`config.mk`:
```
export PLATFORM = sky130hd
export DESIGN_NAME = matrix_scroll_scan
export DESIGN_NICKNAME = d
export VERILOG_FILES = /design/src/rtl/matrix_scroll_scan_pkg.sv /design/src/rtl/matrix_scroll_scan_window_select.sv /design/src/rtl/matrix_scroll_scan.sv
export SDC_FILE = /design/constraint.sdc
export NUM_CORES = 1
export LEC_CHECK = 0
export CORE_UTILIZATION = 60
export CTS_BUF_LIST = sky130_fd_sc_hd__clkbuf_8
export DETAILED_ROUTE_END_ITERATION = 7
export PLACE_DENSITY_LB_ADDON = 0.3
export SLEW_MARGIN = 20
export SYNTH_ARGS = -nofsm -noshare
export SYNTH_HDL_FRONTEND = slang
export SYNTH_SLANG_ARGS = --single-unit
```
`constraint.sdc`:
```
create_clock -name clk -period 11.3 [get_ports clk]
set_input_delay 1.13 -clock clk [delete_from_list [all_inputs] [get_ports clk]]
set_output_delay 1.13 -clock clk [all_outputs]
set_load 0.02 [all_outputs]
```
`src/rtl/matrix_scroll_scan_pkg.sv`:
```
// Shared constants, FSM encoding and scroll-step helper for the matrix_scroll_scan block.
package matrix_scroll_scan_pkg;

  localparam int ROWS  = 32;
  localparam int ROM_W = 160;
  localparam int WIN_W = 32;
  localparam int OFF_W = 8;
  localparam int ROW_W = 5;

  typedef enum logic [2:0] {
    ST_IDLE  = 3'd0,
    ST_FETCH = 3'd1,
    ST_LATCH = 3'd2,
    ST_SHOW  = 3'd3,
    ST_BLANK = 3'd4
  } state_e;

  // One scroll step around the circular banner; right moves the window toward lower bit indices.
  function automatic logic [OFF_W-1:0] step_offset(input logic [OFF_W-1:0] off, input logic right);
    if (right) return (off == '0) ? OFF_W'(ROM_W - 1) : off - OFF_W'(1);
    return (off == OFF_W'(ROM_W - 1)) ? '0 : off + OFF_W'(1);
  endfunction

endpackage

```
`src/rtl/matrix_scroll_scan_window_select.sv`:
```
// Cuts a WIN_W-bit window out of a ROM row starting at offset, wrapping past bit ROM_W-1 back to bit 0.
module matrix_scroll_scan_window_select
  import matrix_scroll_scan_pkg::*;
(
  input  logic [0:ROM_W-1]  rom_data,
  input  logic [OFF_W-1:0]  offset,
  output logic [0:WIN_W-1]  window
);

  logic [OFF_W-1:0] idx;

  // NOTE: combinational blocks use blocking assignments so idx is reused safely within one pass.
  always_comb begin
    window = '0;
    idx    = '0;
    for (int j = 0; j < WIN_W; j++) begin
      idx = offset + OFF_W'(j);
      if (idx >= OFF_W'(ROM_W)) idx = idx - OFF_W'(ROM_W);
      window[j] = rom_data[idx];
    end
  end

endmodule

```
`src/rtl/matrix_scroll_scan.sv`:
```
// Row-scanned LED matrix driver with marquee scroll over a 32x160 glyph ROM.
// Define SCROLL_BIDIR_EN to let dir choose the scroll direction; otherwise scroll is always left.
module matrix_scroll_scan
  import matrix_scroll_scan_pkg::*;
#(
  parameter int ROW_DWELL       = 1000,
  parameter int FRAMES_PER_STEP = 8
) (
  input  logic              clk,
  input  logic              rst_n,
  input  logic              en,
  input  logic              dir,
  output logic [ROW_W-1:0]  rom_addr,
  input  logic [0:ROM_W-1]  rom_data,
  output logic [ROWS-1:0]   row_sel,
  output logic [0:WIN_W-1]  col_data,
  output logic              frame_tick,
  output logic [OFF_W-1:0]  offset
);

  localparam int DW_W = (ROW_DWELL > 1) ? $clog2(ROW_DWELL) : 1;
  localparam int FR_W = (FRAMES_PER_STEP > 1) ? $clog2(FRAMES_PER_STEP) : 1;
  localparam logic [DW_W-1:0]  DWELL_LAST = DW_W'(ROW_DWELL - 1);
  localparam logic [FR_W-1:0]  FRAME_LAST = FR_W'(FRAMES_PER_STEP - 1);
  localparam logic [ROW_W-1:0] ROW_LAST   = ROW_W'(ROWS - 1);

  state_e            state_q, state_d;
  logic [ROW_W-1:0]  row_q, row_d;
  logic [DW_W-1:0]   dwell_q, dwell_d;
  logic [FR_W-1:0]   frame_q, frame_d;
  logic [OFF_W-1:0]  offset_q, offset_d;
  logic [ROW_W-1:0]  rom_addr_q, rom_addr_d;
  logic [ROWS-1:0]   row_sel_q, row_sel_d;
  logic [0:WIN_W-1]  col_data_q, col_data_d;
  logic              frame_tick_q, frame_tick_d;
  logic [0:WIN_W-1]  window;
  logic              step_right;

`ifdef SCROLL_BIDIR_EN
  assign step_right = dir;
`else
  logic unused_dir;
  assign unused_dir = dir;
  assign step_right = 1'b0;
`endif

  matrix_scroll_scan_window_select u_window_select (
    .rom_data (rom_data),
    .offset   (offset_q),
    .window   (window)
  );

  // Outputs are registered from the next state so they line up with the state they belong to.
  always_comb begin
    state_d      = state_q;
    row_d        = row_q;
    dwell_d      = dwell_q;
    frame_d      = frame_q;
    offset_d     = offset_q;
    rom_addr_d   = rom_addr_q;
    col_data_d   = col_data_q;
    row_sel_d    = '0;
    frame_tick_d = 1'b0;

    if (!en) begin
      state_d    = ST_IDLE;
      row_d      = '0;
      dwell_d    = '0;
      frame_d    = '0;
      col_data_d = '0;
    end else begin
      unique case (state_q)
        ST_IDLE: begin
          state_d    = ST_FETCH;
          row_d      = '0;
          rom_addr_d = '0;
        end
        ST_FETCH: state_d = ST_LATCH;
        ST_LATCH: begin
          state_d    = ST_SHOW;
          col_data_d = window;
          row_sel_d  = ROWS'(1) << row_q;
          dwell_d    = '0;
        end
        ST_SHOW: begin
          if (dwell_q == DWELL_LAST) begin
            state_d = ST_BLANK;
            if (row_q == ROW_LAST) begin
              frame_tick_d = 1'b1;
              if (frame_q == FRAME_LAST) begin
                frame_d  = '0;
                offset_d = step_offset(offset_q, step_right);
              end else begin
                frame_d = frame_q + FR_W'(1);
              end
            end
          end else begin
            dwell_d   = dwell_q + DW_W'(1);
            row_sel_d = row_sel_q;
          end
        end
        ST_BLANK: begin
          state_d    = ST_FETCH;
          row_d      = (row_q == ROW_LAST) ? '0 : row_q + ROW_W'(1);
          rom_addr_d = row_d;
        end
        default: state_d = ST_IDLE;
      endcase
    end
  end

  // NOTE: only control/output flops exist here, so every one of them gets an async reset value.
  always_ff @(posedge clk or negedge rst_n) begin
    if (!rst_n) begin
      state_q      <= ST_IDLE;
      row_q        <= '0;
      dwell_q      <= '0;
      frame_q      <= '0;
      offset_q     <= '0;
      rom_addr_q   <= '0;
      row_sel_q    <= '0;
      col_data_q   <= '0;
      frame_tick_q <= 1'b0;
    end else begin
      state_q      <= state_d;
      row_q        <= row_d;
      dwell_q      <= dwell_d;
      frame_q      <= frame_d;
      offset_q     <= offset_d;
      rom_addr_q   <= rom_addr_d;
      row_sel_q    <= row_sel_d;
      col_data_q   <= col_data_d;
      frame_tick_q <= frame_tick_d;
    end
  end

  assign rom_addr   = rom_addr_q;
  assign row_sel    = row_sel_q;
  assign col_data   = col_data_q;
  assign frame_tick = frame_tick_q;
  assign offset     = offset_q;

endmodule

```
==> out/qor_table.md, run 1 <==
| Step | Quantity | Value |
|---|---|---|
| global route | Total track usage | 44.1% |
| drt | Count of nets left with antenna violations after detail routing | 0 |
| synth | Post-synth design cell area | 21000 um^2 |
| drt | Total wire length | 78800 um |
| layout | ANT cells | 0 |
| drt | Routed WL per cell | 29.0 um |
| cts | Sink count of the clock tree | 99 |
| cts | TritonCTS clock tree | built |
| floorplanning | Effective utilization at floorplan | 60.9% |
| synth | Number of library cell types mapped by synthesis | 83 |
| setup path | Maximum net fanout on the critical path | 47 |
| synth | Cell type contributing the most total cell area after synthesis | sky130_fd_sc_hd__mux4_2 |
| power and ir drop | Static leakage | 9.05 nW |
| setup path | Critical-path top delay cell | sky130_fd_sc_hd__dfrtp_4 |
| cts | Hold_buf cts | 0 |
| placement | HPWL after DPL | 60500 um |
| sta | Post-layout min period | 5060 ps |
| setup path | Kind of capture point of the worst setup path | register |
| placement | Final weighted congestion in routability-driven placement | 1.07 |
| global route | Total grt overflow | 0 |
| sta | Fin Setup TNS | 0 ps |
| sta | Worst-case headroom to the max-slew limit | 21.6% |
| floorplanning | Width of the chip | 189 um |
| worst hold path | HP Class | register to register |
| synth | Syn. warnings | 0 |
| cts | CTS HTree Levels | 3 |
| synth | Number of flip-flops and latches in the synthesized netlist | 99 |
| cts | Post-cts gate resize count | 0 |
| floorplanning | Core Box Area | 34500 um^2 |
| global route | Via count of the first global-routing pass | 19300 |
| sta | Skew final | 25.1 ps |
| layout | Proportion of layout cells with a drive suffix above 1 | 20.1% |
| synth | Flip-flop cell with the highest count after synthesis | sky130_fd_sc_hd__dfrtp_1 |
| floorplanning | Die area | 35800 um^2 |
| sta | Max-slew violation total from the final report | 0 |
| sta | Final worst-path cycle share | 44.8% |
| setup path | WP data required | 11610 ps |
| floorplanning | DIE HEIGHT | 189 um |
| synth | Seq/Total Area, Yosys | 11.8% |
| placement | Placed Area | 23600 um^2 |
| layout | Post-layout instance area | 23800 um^2 |
| setup path | CP max stage delay | 830 ps |
| synth | Number of synthesized flops with an enable pin | 0 |
| synth | Proportion of netlist area held by the largest area contributor | 30.8% |
| setup path | Arrival time at the worst endpoint | 5370 ps |
| status | Result of the run | finished, final reports clean |
| synth | Synthesized netlist cell count | 2122 |
| setup path | Most Frequent Cell on Critical Path | sky130_fd_sc_hd__mux2i_1 |
| flow run | Max-cap violations | 0 |
| sta | Final setup violating endpoints | 0 |
| placement | Number of buffers inserted by port buffering | 240 |
| floorplanning | Row cnt | 68 |
| drt | Number of vias per cell | 7.64 |
| sta | Timing-limited maximum frequency | 198 MHz |
| power and ir drop | Power density relative to cell area | 42.2 nW/um^2 |
| global route | Wire length of the first global-routing pass | 118000 um |
| drt | Via Count | 20800 |
| floorplanning | Num ports | 242 |
| cts | Number of CTS-inserted buffers | 9 |
| setup path | Largest delay share family, worst path | multiplexers |
| layout | Layout overhead on the synthesized area | 13.2% |
| cts | Root buf cell | sky130_fd_sc_hd__clkbuf_8 |
| setup path | Worst-path cell chain | inv_1 -> ha_4 -> buf_4 -> mux4_2 -> mux2_2 -> mux2i_1 -> mux2i_1 -> nor2_1 -> a2111oi_0 -> a221oi_1 -> a32oi_1 |
| sta | Slew @ Worst Pin | 1170 ps |
| synth | Post-synth ARST share | 100% |
| drt | Detailed-route DRC error count | 0 |
| layout | Layout filler cell count | 2677 |
| sta | Fin. Hold Viols | 0 |
| cts | Max Buffers Root-to-Sink | 2 |
| drt | Iter 0 DRT Violations | 2964 |
| layout | Final nets | 2496 |
| global route | Antenna violations before repair | 2 |
| cts | Total setup buffers inserted after CTS | 0 |
| setup path | Nature of the critical path startpoint | register |
| setup path | Buf+Inv Stages, Crit Path | 2 |
| power and ir drop | Highest ir drop seen on vdd | 0.0715 mV |
| synth | Synth Net Count | 2361 |
| setup path | Startpoint-to-endpoint class of the critical path | register to register |
| drt | Detailed-router iteration count before antenna repair | 7 |
| cts | Clock-pin transition on the worst setup and hold timing paths | 130 ps |
| synth | Biggest area contributors in the synthesized netlist | sky130_fd_sc_hd__mux4_2, sky130_fd_sc_hd__mux2i_1, sky130_fd_sc_hd__dfrtp_1 |
| sta | Setup repair after global routing missed its margin | no |
| global route | Pin count of the biggest net entering global routing | 150 |
| cts | Clock insertion delay at the later pin of the skew report | 430 ps |
| synth | Mean instance size in the synthesized netlist | 9.92 um^2 |
cells by family after synthesis:
family | synth area share [%]
mux | 46.5
simple gates | 11.8
fa+ha+maj | 4.46
flops | 11.8
xor+xnor | 6.08
buf+inv | 5.16
compound gates | 14.2
where the power goes:
part,switching [mW],internal [mW],total [mW]
clock,0.155,0.104,0.260
combinational,0.198,0.178,0.376
sequential,0.00810,0.362,0.370
worst reg2reg max path, delay by kind of cell (launching register included):
kind                     cells  cell delay (ps)
AND/OR/NAND/NOR              1              130
buffers and inverters        2              990
adder cells (fa/ha/maj)      1              810
multiplexers                 4             1670
flip-flops                   1              830
AO/OA/AOI/OAI                3              530
flip-flops by register name, indices dropped and copies added, names as in the netlist:
name        count
col_data       32
dwell_q        10
frame_q         3
frame_tick      1
offset          8
rom_addr        5
row_q           5
row_sel        32
state_q         3
routing by layer:
layer / track usage [%] / part of all wire [%] / up-vias
met5: 0 / 0 / -
met1: 56.2 / 35 / 10000
met4: 26.6 / 7.4 / 0
li1: - / - / 8633
met3: 11.6 / 14 / 357
met2: 67.3 / 44 / 1729
worst paths after layout:
kind	startpoint	end	slack, ps	cells after the start
min in group asynchronous	rst_n	col_data[18]$_DFFE_PN0P_	600	1
max in group asynchronous	rst_n	offset[0]$_DFFE_PN0P_	9590	2
worst max-delay path	offset[1]$_DFFE_PN0P_	col_data[9]$_DFFE_PN0P_	6240	11
worst min-delay path	row_sel[26]$_DFFE_PN0P_	row_sel[26]$_DFFE_PN0P_	490	2
worst min register to register	row_sel[26]$_DFFE_PN0P_	row_sel[26]$_DFFE_PN0P_	490	2
worst max register to register	offset[1]$_DFFE_PN0P_	col_data[9]$_DFFE_PN0P_	6240	11
area by class of cell:
type	instances	area (um^2)	area share, %
Tap cell	455	569	2.39
Timing Repair Buffer	277	2710	11.4
Sequential cell	99	2490	10.4
Multi-Input combinational cell	1799	17600	73.8
Clock buffer	9	124	0.520
Inverter	71	267	1.12
Clock inverter	7	77.6	0.326
cell usage after synthesis, drive strengths merged (11+ instances only):
cell type	number
buf	91
mux2	68
dfrtp	99
a311oi	12
nor2	115
a21o	17
a21oi	94
nor2b	33
nand2	189
o21ai	125
xnor2	127
a31oi	20
clkbuf	62
a211oi	20
and2	17
a32o	18
nand3	45
o22ai	22
nor3	36
mux4	290
mux2i	249
nand2b	19
and3	14
ha	75
nor4	11
inv	70
o211ai	13
metrics by stage:
step	power (mW)	setup WS, ps	hold slack, ps	cells	util (%)
after floorplan	0.554	7010	460	2122	-
after global placement	0.727	6480	462	2700	68.2
after detailed placement	0.737	6350	474	2700	68.2
after CTS	0.993	6360	496	2716	68.8
after global routing	1.03	6040	526	2717	69.0
final	1.01	6240	492	2717	69.0
cell usage in the layout (no fill, tap or decap), drive strengths merged, types with 18 or more instances in the layout:
| cell | Yosys | routed |
|---|---|---|
| a211oi | 20 | 20 |
| ha | 75 | 75 |
| o22ai | 22 | 22 |
| inv | 70 | 73 |
| clkdlybuf4s50 | 0 | 239 |
| mux4 | 290 | 290 |
| mux2i | 249 | 249 |
| xnor2 | 127 | 127 |
| buf | 91 | 38 |
| a21oi | 94 | 94 |
| o21ai | 125 | 125 |
| nor2 | 115 | 115 |
| nand3 | 45 | 45 |
| nand2 | 189 | 189 |
| mux2 | 68 | 68 |
| dfrtp | 99 | 99 |
| a31oi | 20 | 20 |
| a32o | 18 | 18 |
| nand2b | 19 | 19 |
| nor3 | 36 | 36 |
| nor2b | 33 | 33 |
(Power assumes the default switching activity.)
==> run 2, diff against run 1 <==
CORE_UTILIZATION = 54   (was 60)
clock period = 4.3 ns   (was 11.3 ns; I/O delays follow)
==> out/qor_table.md, run 2 (synthesized netlist as in run 1, its figures left out) <==
| Step | Quantity | Value | Delta |
|---|---|---|---|
| status | Result of the run | finished, final reports clean |  |
| setup path | Maximum net fanout on the critical path | 23 | -51% |
| floorplanning | Row cnt | 71 | +4.4% |
| setup path | Register-to-register setup slack | 360 ps | -5890 ps |
| floorplanning | Core Box Area | 38000 um^2 | +10% |
| cts | CTS HTree Levels | 3 | unchanged |
| power and ir drop | Static leakage | 9.30 nW | +2.8% |
| sta | Final setup violating endpoints | 0 | unchanged |
| global route | Pin count of the biggest net entering global routing | 111 | -26% |
| flow run | Max-cap violations | 0 | unchanged |
| cts | Total setup buffers inserted after CTS | 0 | unchanged |
| setup path | Kind of capture point of the worst setup path | register |  |
| global route | Total track usage | 41.5% | -2.6 points |
| global route | Wire length of the first global-routing pass | 122000 um | +2.7% |
| setup path | Startpoint-to-endpoint class of the critical path | register to register |  |
| setup path | Nature of the critical path startpoint | register |  |
| drt | Detailed-router iteration count before antenna repair | 8 | +1 |
| sta | Fin. Hold Viols | 0 | unchanged |
| sta | Max-slew violation total from the final report | 0 | unchanged |
| setup path | End of the worst register-to-register path | col_data[1]$_DFFE_PN0P_ |  |
| layout | Final nets | 2547 | +2.0% |
| cts | Clock-pin transition on the worst setup and hold timing paths | 150 ps | +20 ps |
| global route | Via count of the first global-routing pass | 19400 | +0.19% |
| setup path | Reg2Reg Depth | 11 | unchanged |
| setup path | Termination of the worst setup path | col_data[1]$_DFFE_PN0P_ |  |
| setup path | Startpoint of the lowest-slack register-to-register path | offset[0]$_DFFE_PN0P_ |  |
| sta | Setup repair after global routing missed its margin | no |  |
| sta | Skew final | 32.0 ps | +6.85 ps |
| sta | Slew @ Worst Pin | 1070 ps | -104 ps |
| cts | Hold_buf cts | 0 | unchanged |
| layout | Layout overhead on the synthesized area | 15.4% |  |
| drt | Via Count | 20600 | -0.57% |
| sta | Post-layout min period | 3940 ps | -1110 ps |
| placement | HPWL after DPL | 65500 um | +8.2% |
| floorplanning | Effective utilization at floorplan | 55.4% | -5.6 points |
| cts | Max Buffers Root-to-Sink | 2 | unchanged |
| layout | Layout filler cell count | 3196 | +19% |
| layout | Most common cell after layout, fill and taps aside | sky130_fd_sc_hd__mux4_2 |  |
| drt | Detailed-route DRC error count | 0 | unchanged |
| global route | Total grt overflow | 0 | unchanged |
| cts | Number of CTS-inserted buffers | 9 | unchanged |
| drt | Routed WL per cell | 28.8 um | -0.76% |
| layout | Highest-count cells in the layout ignoring fill and taps | sky130_fd_sc_hd__mux4_2, sky130_fd_sc_hd__mux2i_1, sky130_fd_sc_hd__clkdlybuf4s50_1, sky130_fd_sc_hd__nand2_1, sky130_fd_sc_hd__o21ai_0 |  |
| floorplanning | Die area | 39800 um^2 | +11% |
| drt | Total wire length | 81400 um | +3.2% |
| sta | Worst-case headroom to the max-slew limit | 28.4% | +6.9 points |
| drt | Count of nets left with antenna violations after detail routing | 0 | unchanged |
| sta | Worst hold margin | 131 ps | -361 ps |
| floorplanning | Width of the chip | 199 um | +5.4% |
| placement | Final weighted congestion in routability-driven placement | 1.10 | +2.3% |
| setup path | Arrival time at the worst endpoint | 4240 ps | -1130 ps |
| global route | Antenna violations before repair | 3 | +1 |
| cts | Root buf cell | sky130_fd_sc_hd__clkbuf_8 |  |
| power and ir drop | Power consumption | 2.69 mW | +170% |
| floorplanning | DIE HEIGHT | 199 um | +5.4% |
| power and ir drop | Power density relative to cell area | 111 nW/um^2 | +160% |
| sta | Timing-limited maximum frequency | 254 MHz | +28% |
| drt | Number of vias per cell | 7.30 | -4.4% |
| sta | Fin Setup TNS | 0 ps | unchanged |
| setup path | WP data required | 4600 ps | -7010 ps |
| cts | Post-cts gate resize count | 0 | unchanged |
| cts | Sink count of the clock tree | 99 | unchanged |
| sta | Final worst-path cycle share | 91.7% | +47 points |
| cts | Clock insertion delay at the later pin of the skew report | 430 ps | about the same |
| drt | Iter 0 DRT Violations | 2578 | -13% |
| setup path | Critical Path Start | offset[0]$_DFFE_PN0P_ |  |
| placement | Number of buffers inserted by port buffering | 240 | unchanged |
| floorplanning | Num ports | 242 | unchanged |
| cts | TritonCTS clock tree | built |  |
| layout | Proportion of layout cells with a drive suffix above 1 | 21.8% | +1.7 points |
| worst hold path | HP Class | input port to asynchronous set/reset pin |  |
| power and ir drop | Highest ir drop seen on vdd | 0.136 mV | +91% |
==> run 2: cell count changes in the layout (fill, tap and decap cells not counted), sizes merged <==
| cell | change |
|---|---|
| inv | +1 |
| bufinv | -1 |
| clkinvlp | -2 |
| buf | +51 |
| clkinv | +2 |
| diode | +2 |
==> run 2: worst max-delay path, cell delays in order (launching register included) <==
cell and delay, ps:
sky130_fd_sc_hd__dfrtp_4 640, sky130_fd_sc_hd__inv_2 60, sky130_fd_sc_hd__buf_4 230, sky130_fd_sc_hd__ha_4 530
sky130_fd_sc_hd__buf_4 340, sky130_fd_sc_hd__mux4_2 620, sky130_fd_sc_hd__nand2_1 100, sky130_fd_sc_hd__o21ai_0 190
sky130_fd_sc_hd__mux4_2 540, sky130_fd_sc_hd__o211ai_1 190, sky130_fd_sc_hd__a311oi_1 80, sky130_fd_sc_hd__a211o_1 260
==> run 2: metrics by stage <==
| stage | util (%) | instance area [um^2] | worst slack, ps | std cells |
|---|---|---|---|---|
| after global routing | 63.9 | 24300 | 223 | 2825 |
| after floorplan | - | 21000 | 13.8 | 2122 |
| after global placement | 63.3 | 24100 | 488 | 2808 |
| final | 63.9 | 24300 | 357 | 2826 |
| after CTS | 63.9 | 24300 | 411 | 2824 |
| after detailed placement | 63.3 | 24100 | 434 | 2808 |
==> run 2: metal layers <==
metal | part of all wire (%) | global-route usage [%] | vias up
li1 | - | - | 8736
met1 | 37 | 53.6 | 10200
met2 | 44 | 63.3 | 1477
met3 | 12 | 9.86 | 253
met4 | 6.9 | 25.2 | 2
met5 | 0.016 | 0 | -
==> run 2: area by class of cell <==
cell class	instances	area (um^2)	share of cell area, %
Inverter	71	267	1.10
Sequential cell	99	2490	10.2
Timing Repair Buffer	328	3110	12.8
Tap cell	511	639	2.63
Clock buffer	9	124	0.510
Clock inverter	7	91.3	0.376
Multi-Input combinational cell	1799	17600	72.3
Antenna cell	2	5.00	0.0206
==> run 2: report_power, final <==
part,internal (mW),switching [mW],total [mW]
logic,0.472,0.523,0.995
clock network,0.241,0.480,0.720
registers,0.952,0.0223,0.975
==> run 2: how the worst min path moves through the flow <==
| stage | end | cells after the start |
|---|---|---|
| floorplan | col_data[0]$_DFFE_PN0P_ | 0 |
| CTS | row_sel[7]$_DFFE_PN0P_ | 1 |
| global route | row_sel[7]$_DFFE_PN0P_ | 1 |
| global placement | row_sel[12]$_DFFE_PN0P_ | 2 |
| detailed placement | row_sel[10]$_DFFE_PN0P_ | 2 |
| finish | row_sel[31]$_DFFE_PN0P_ | 1 |
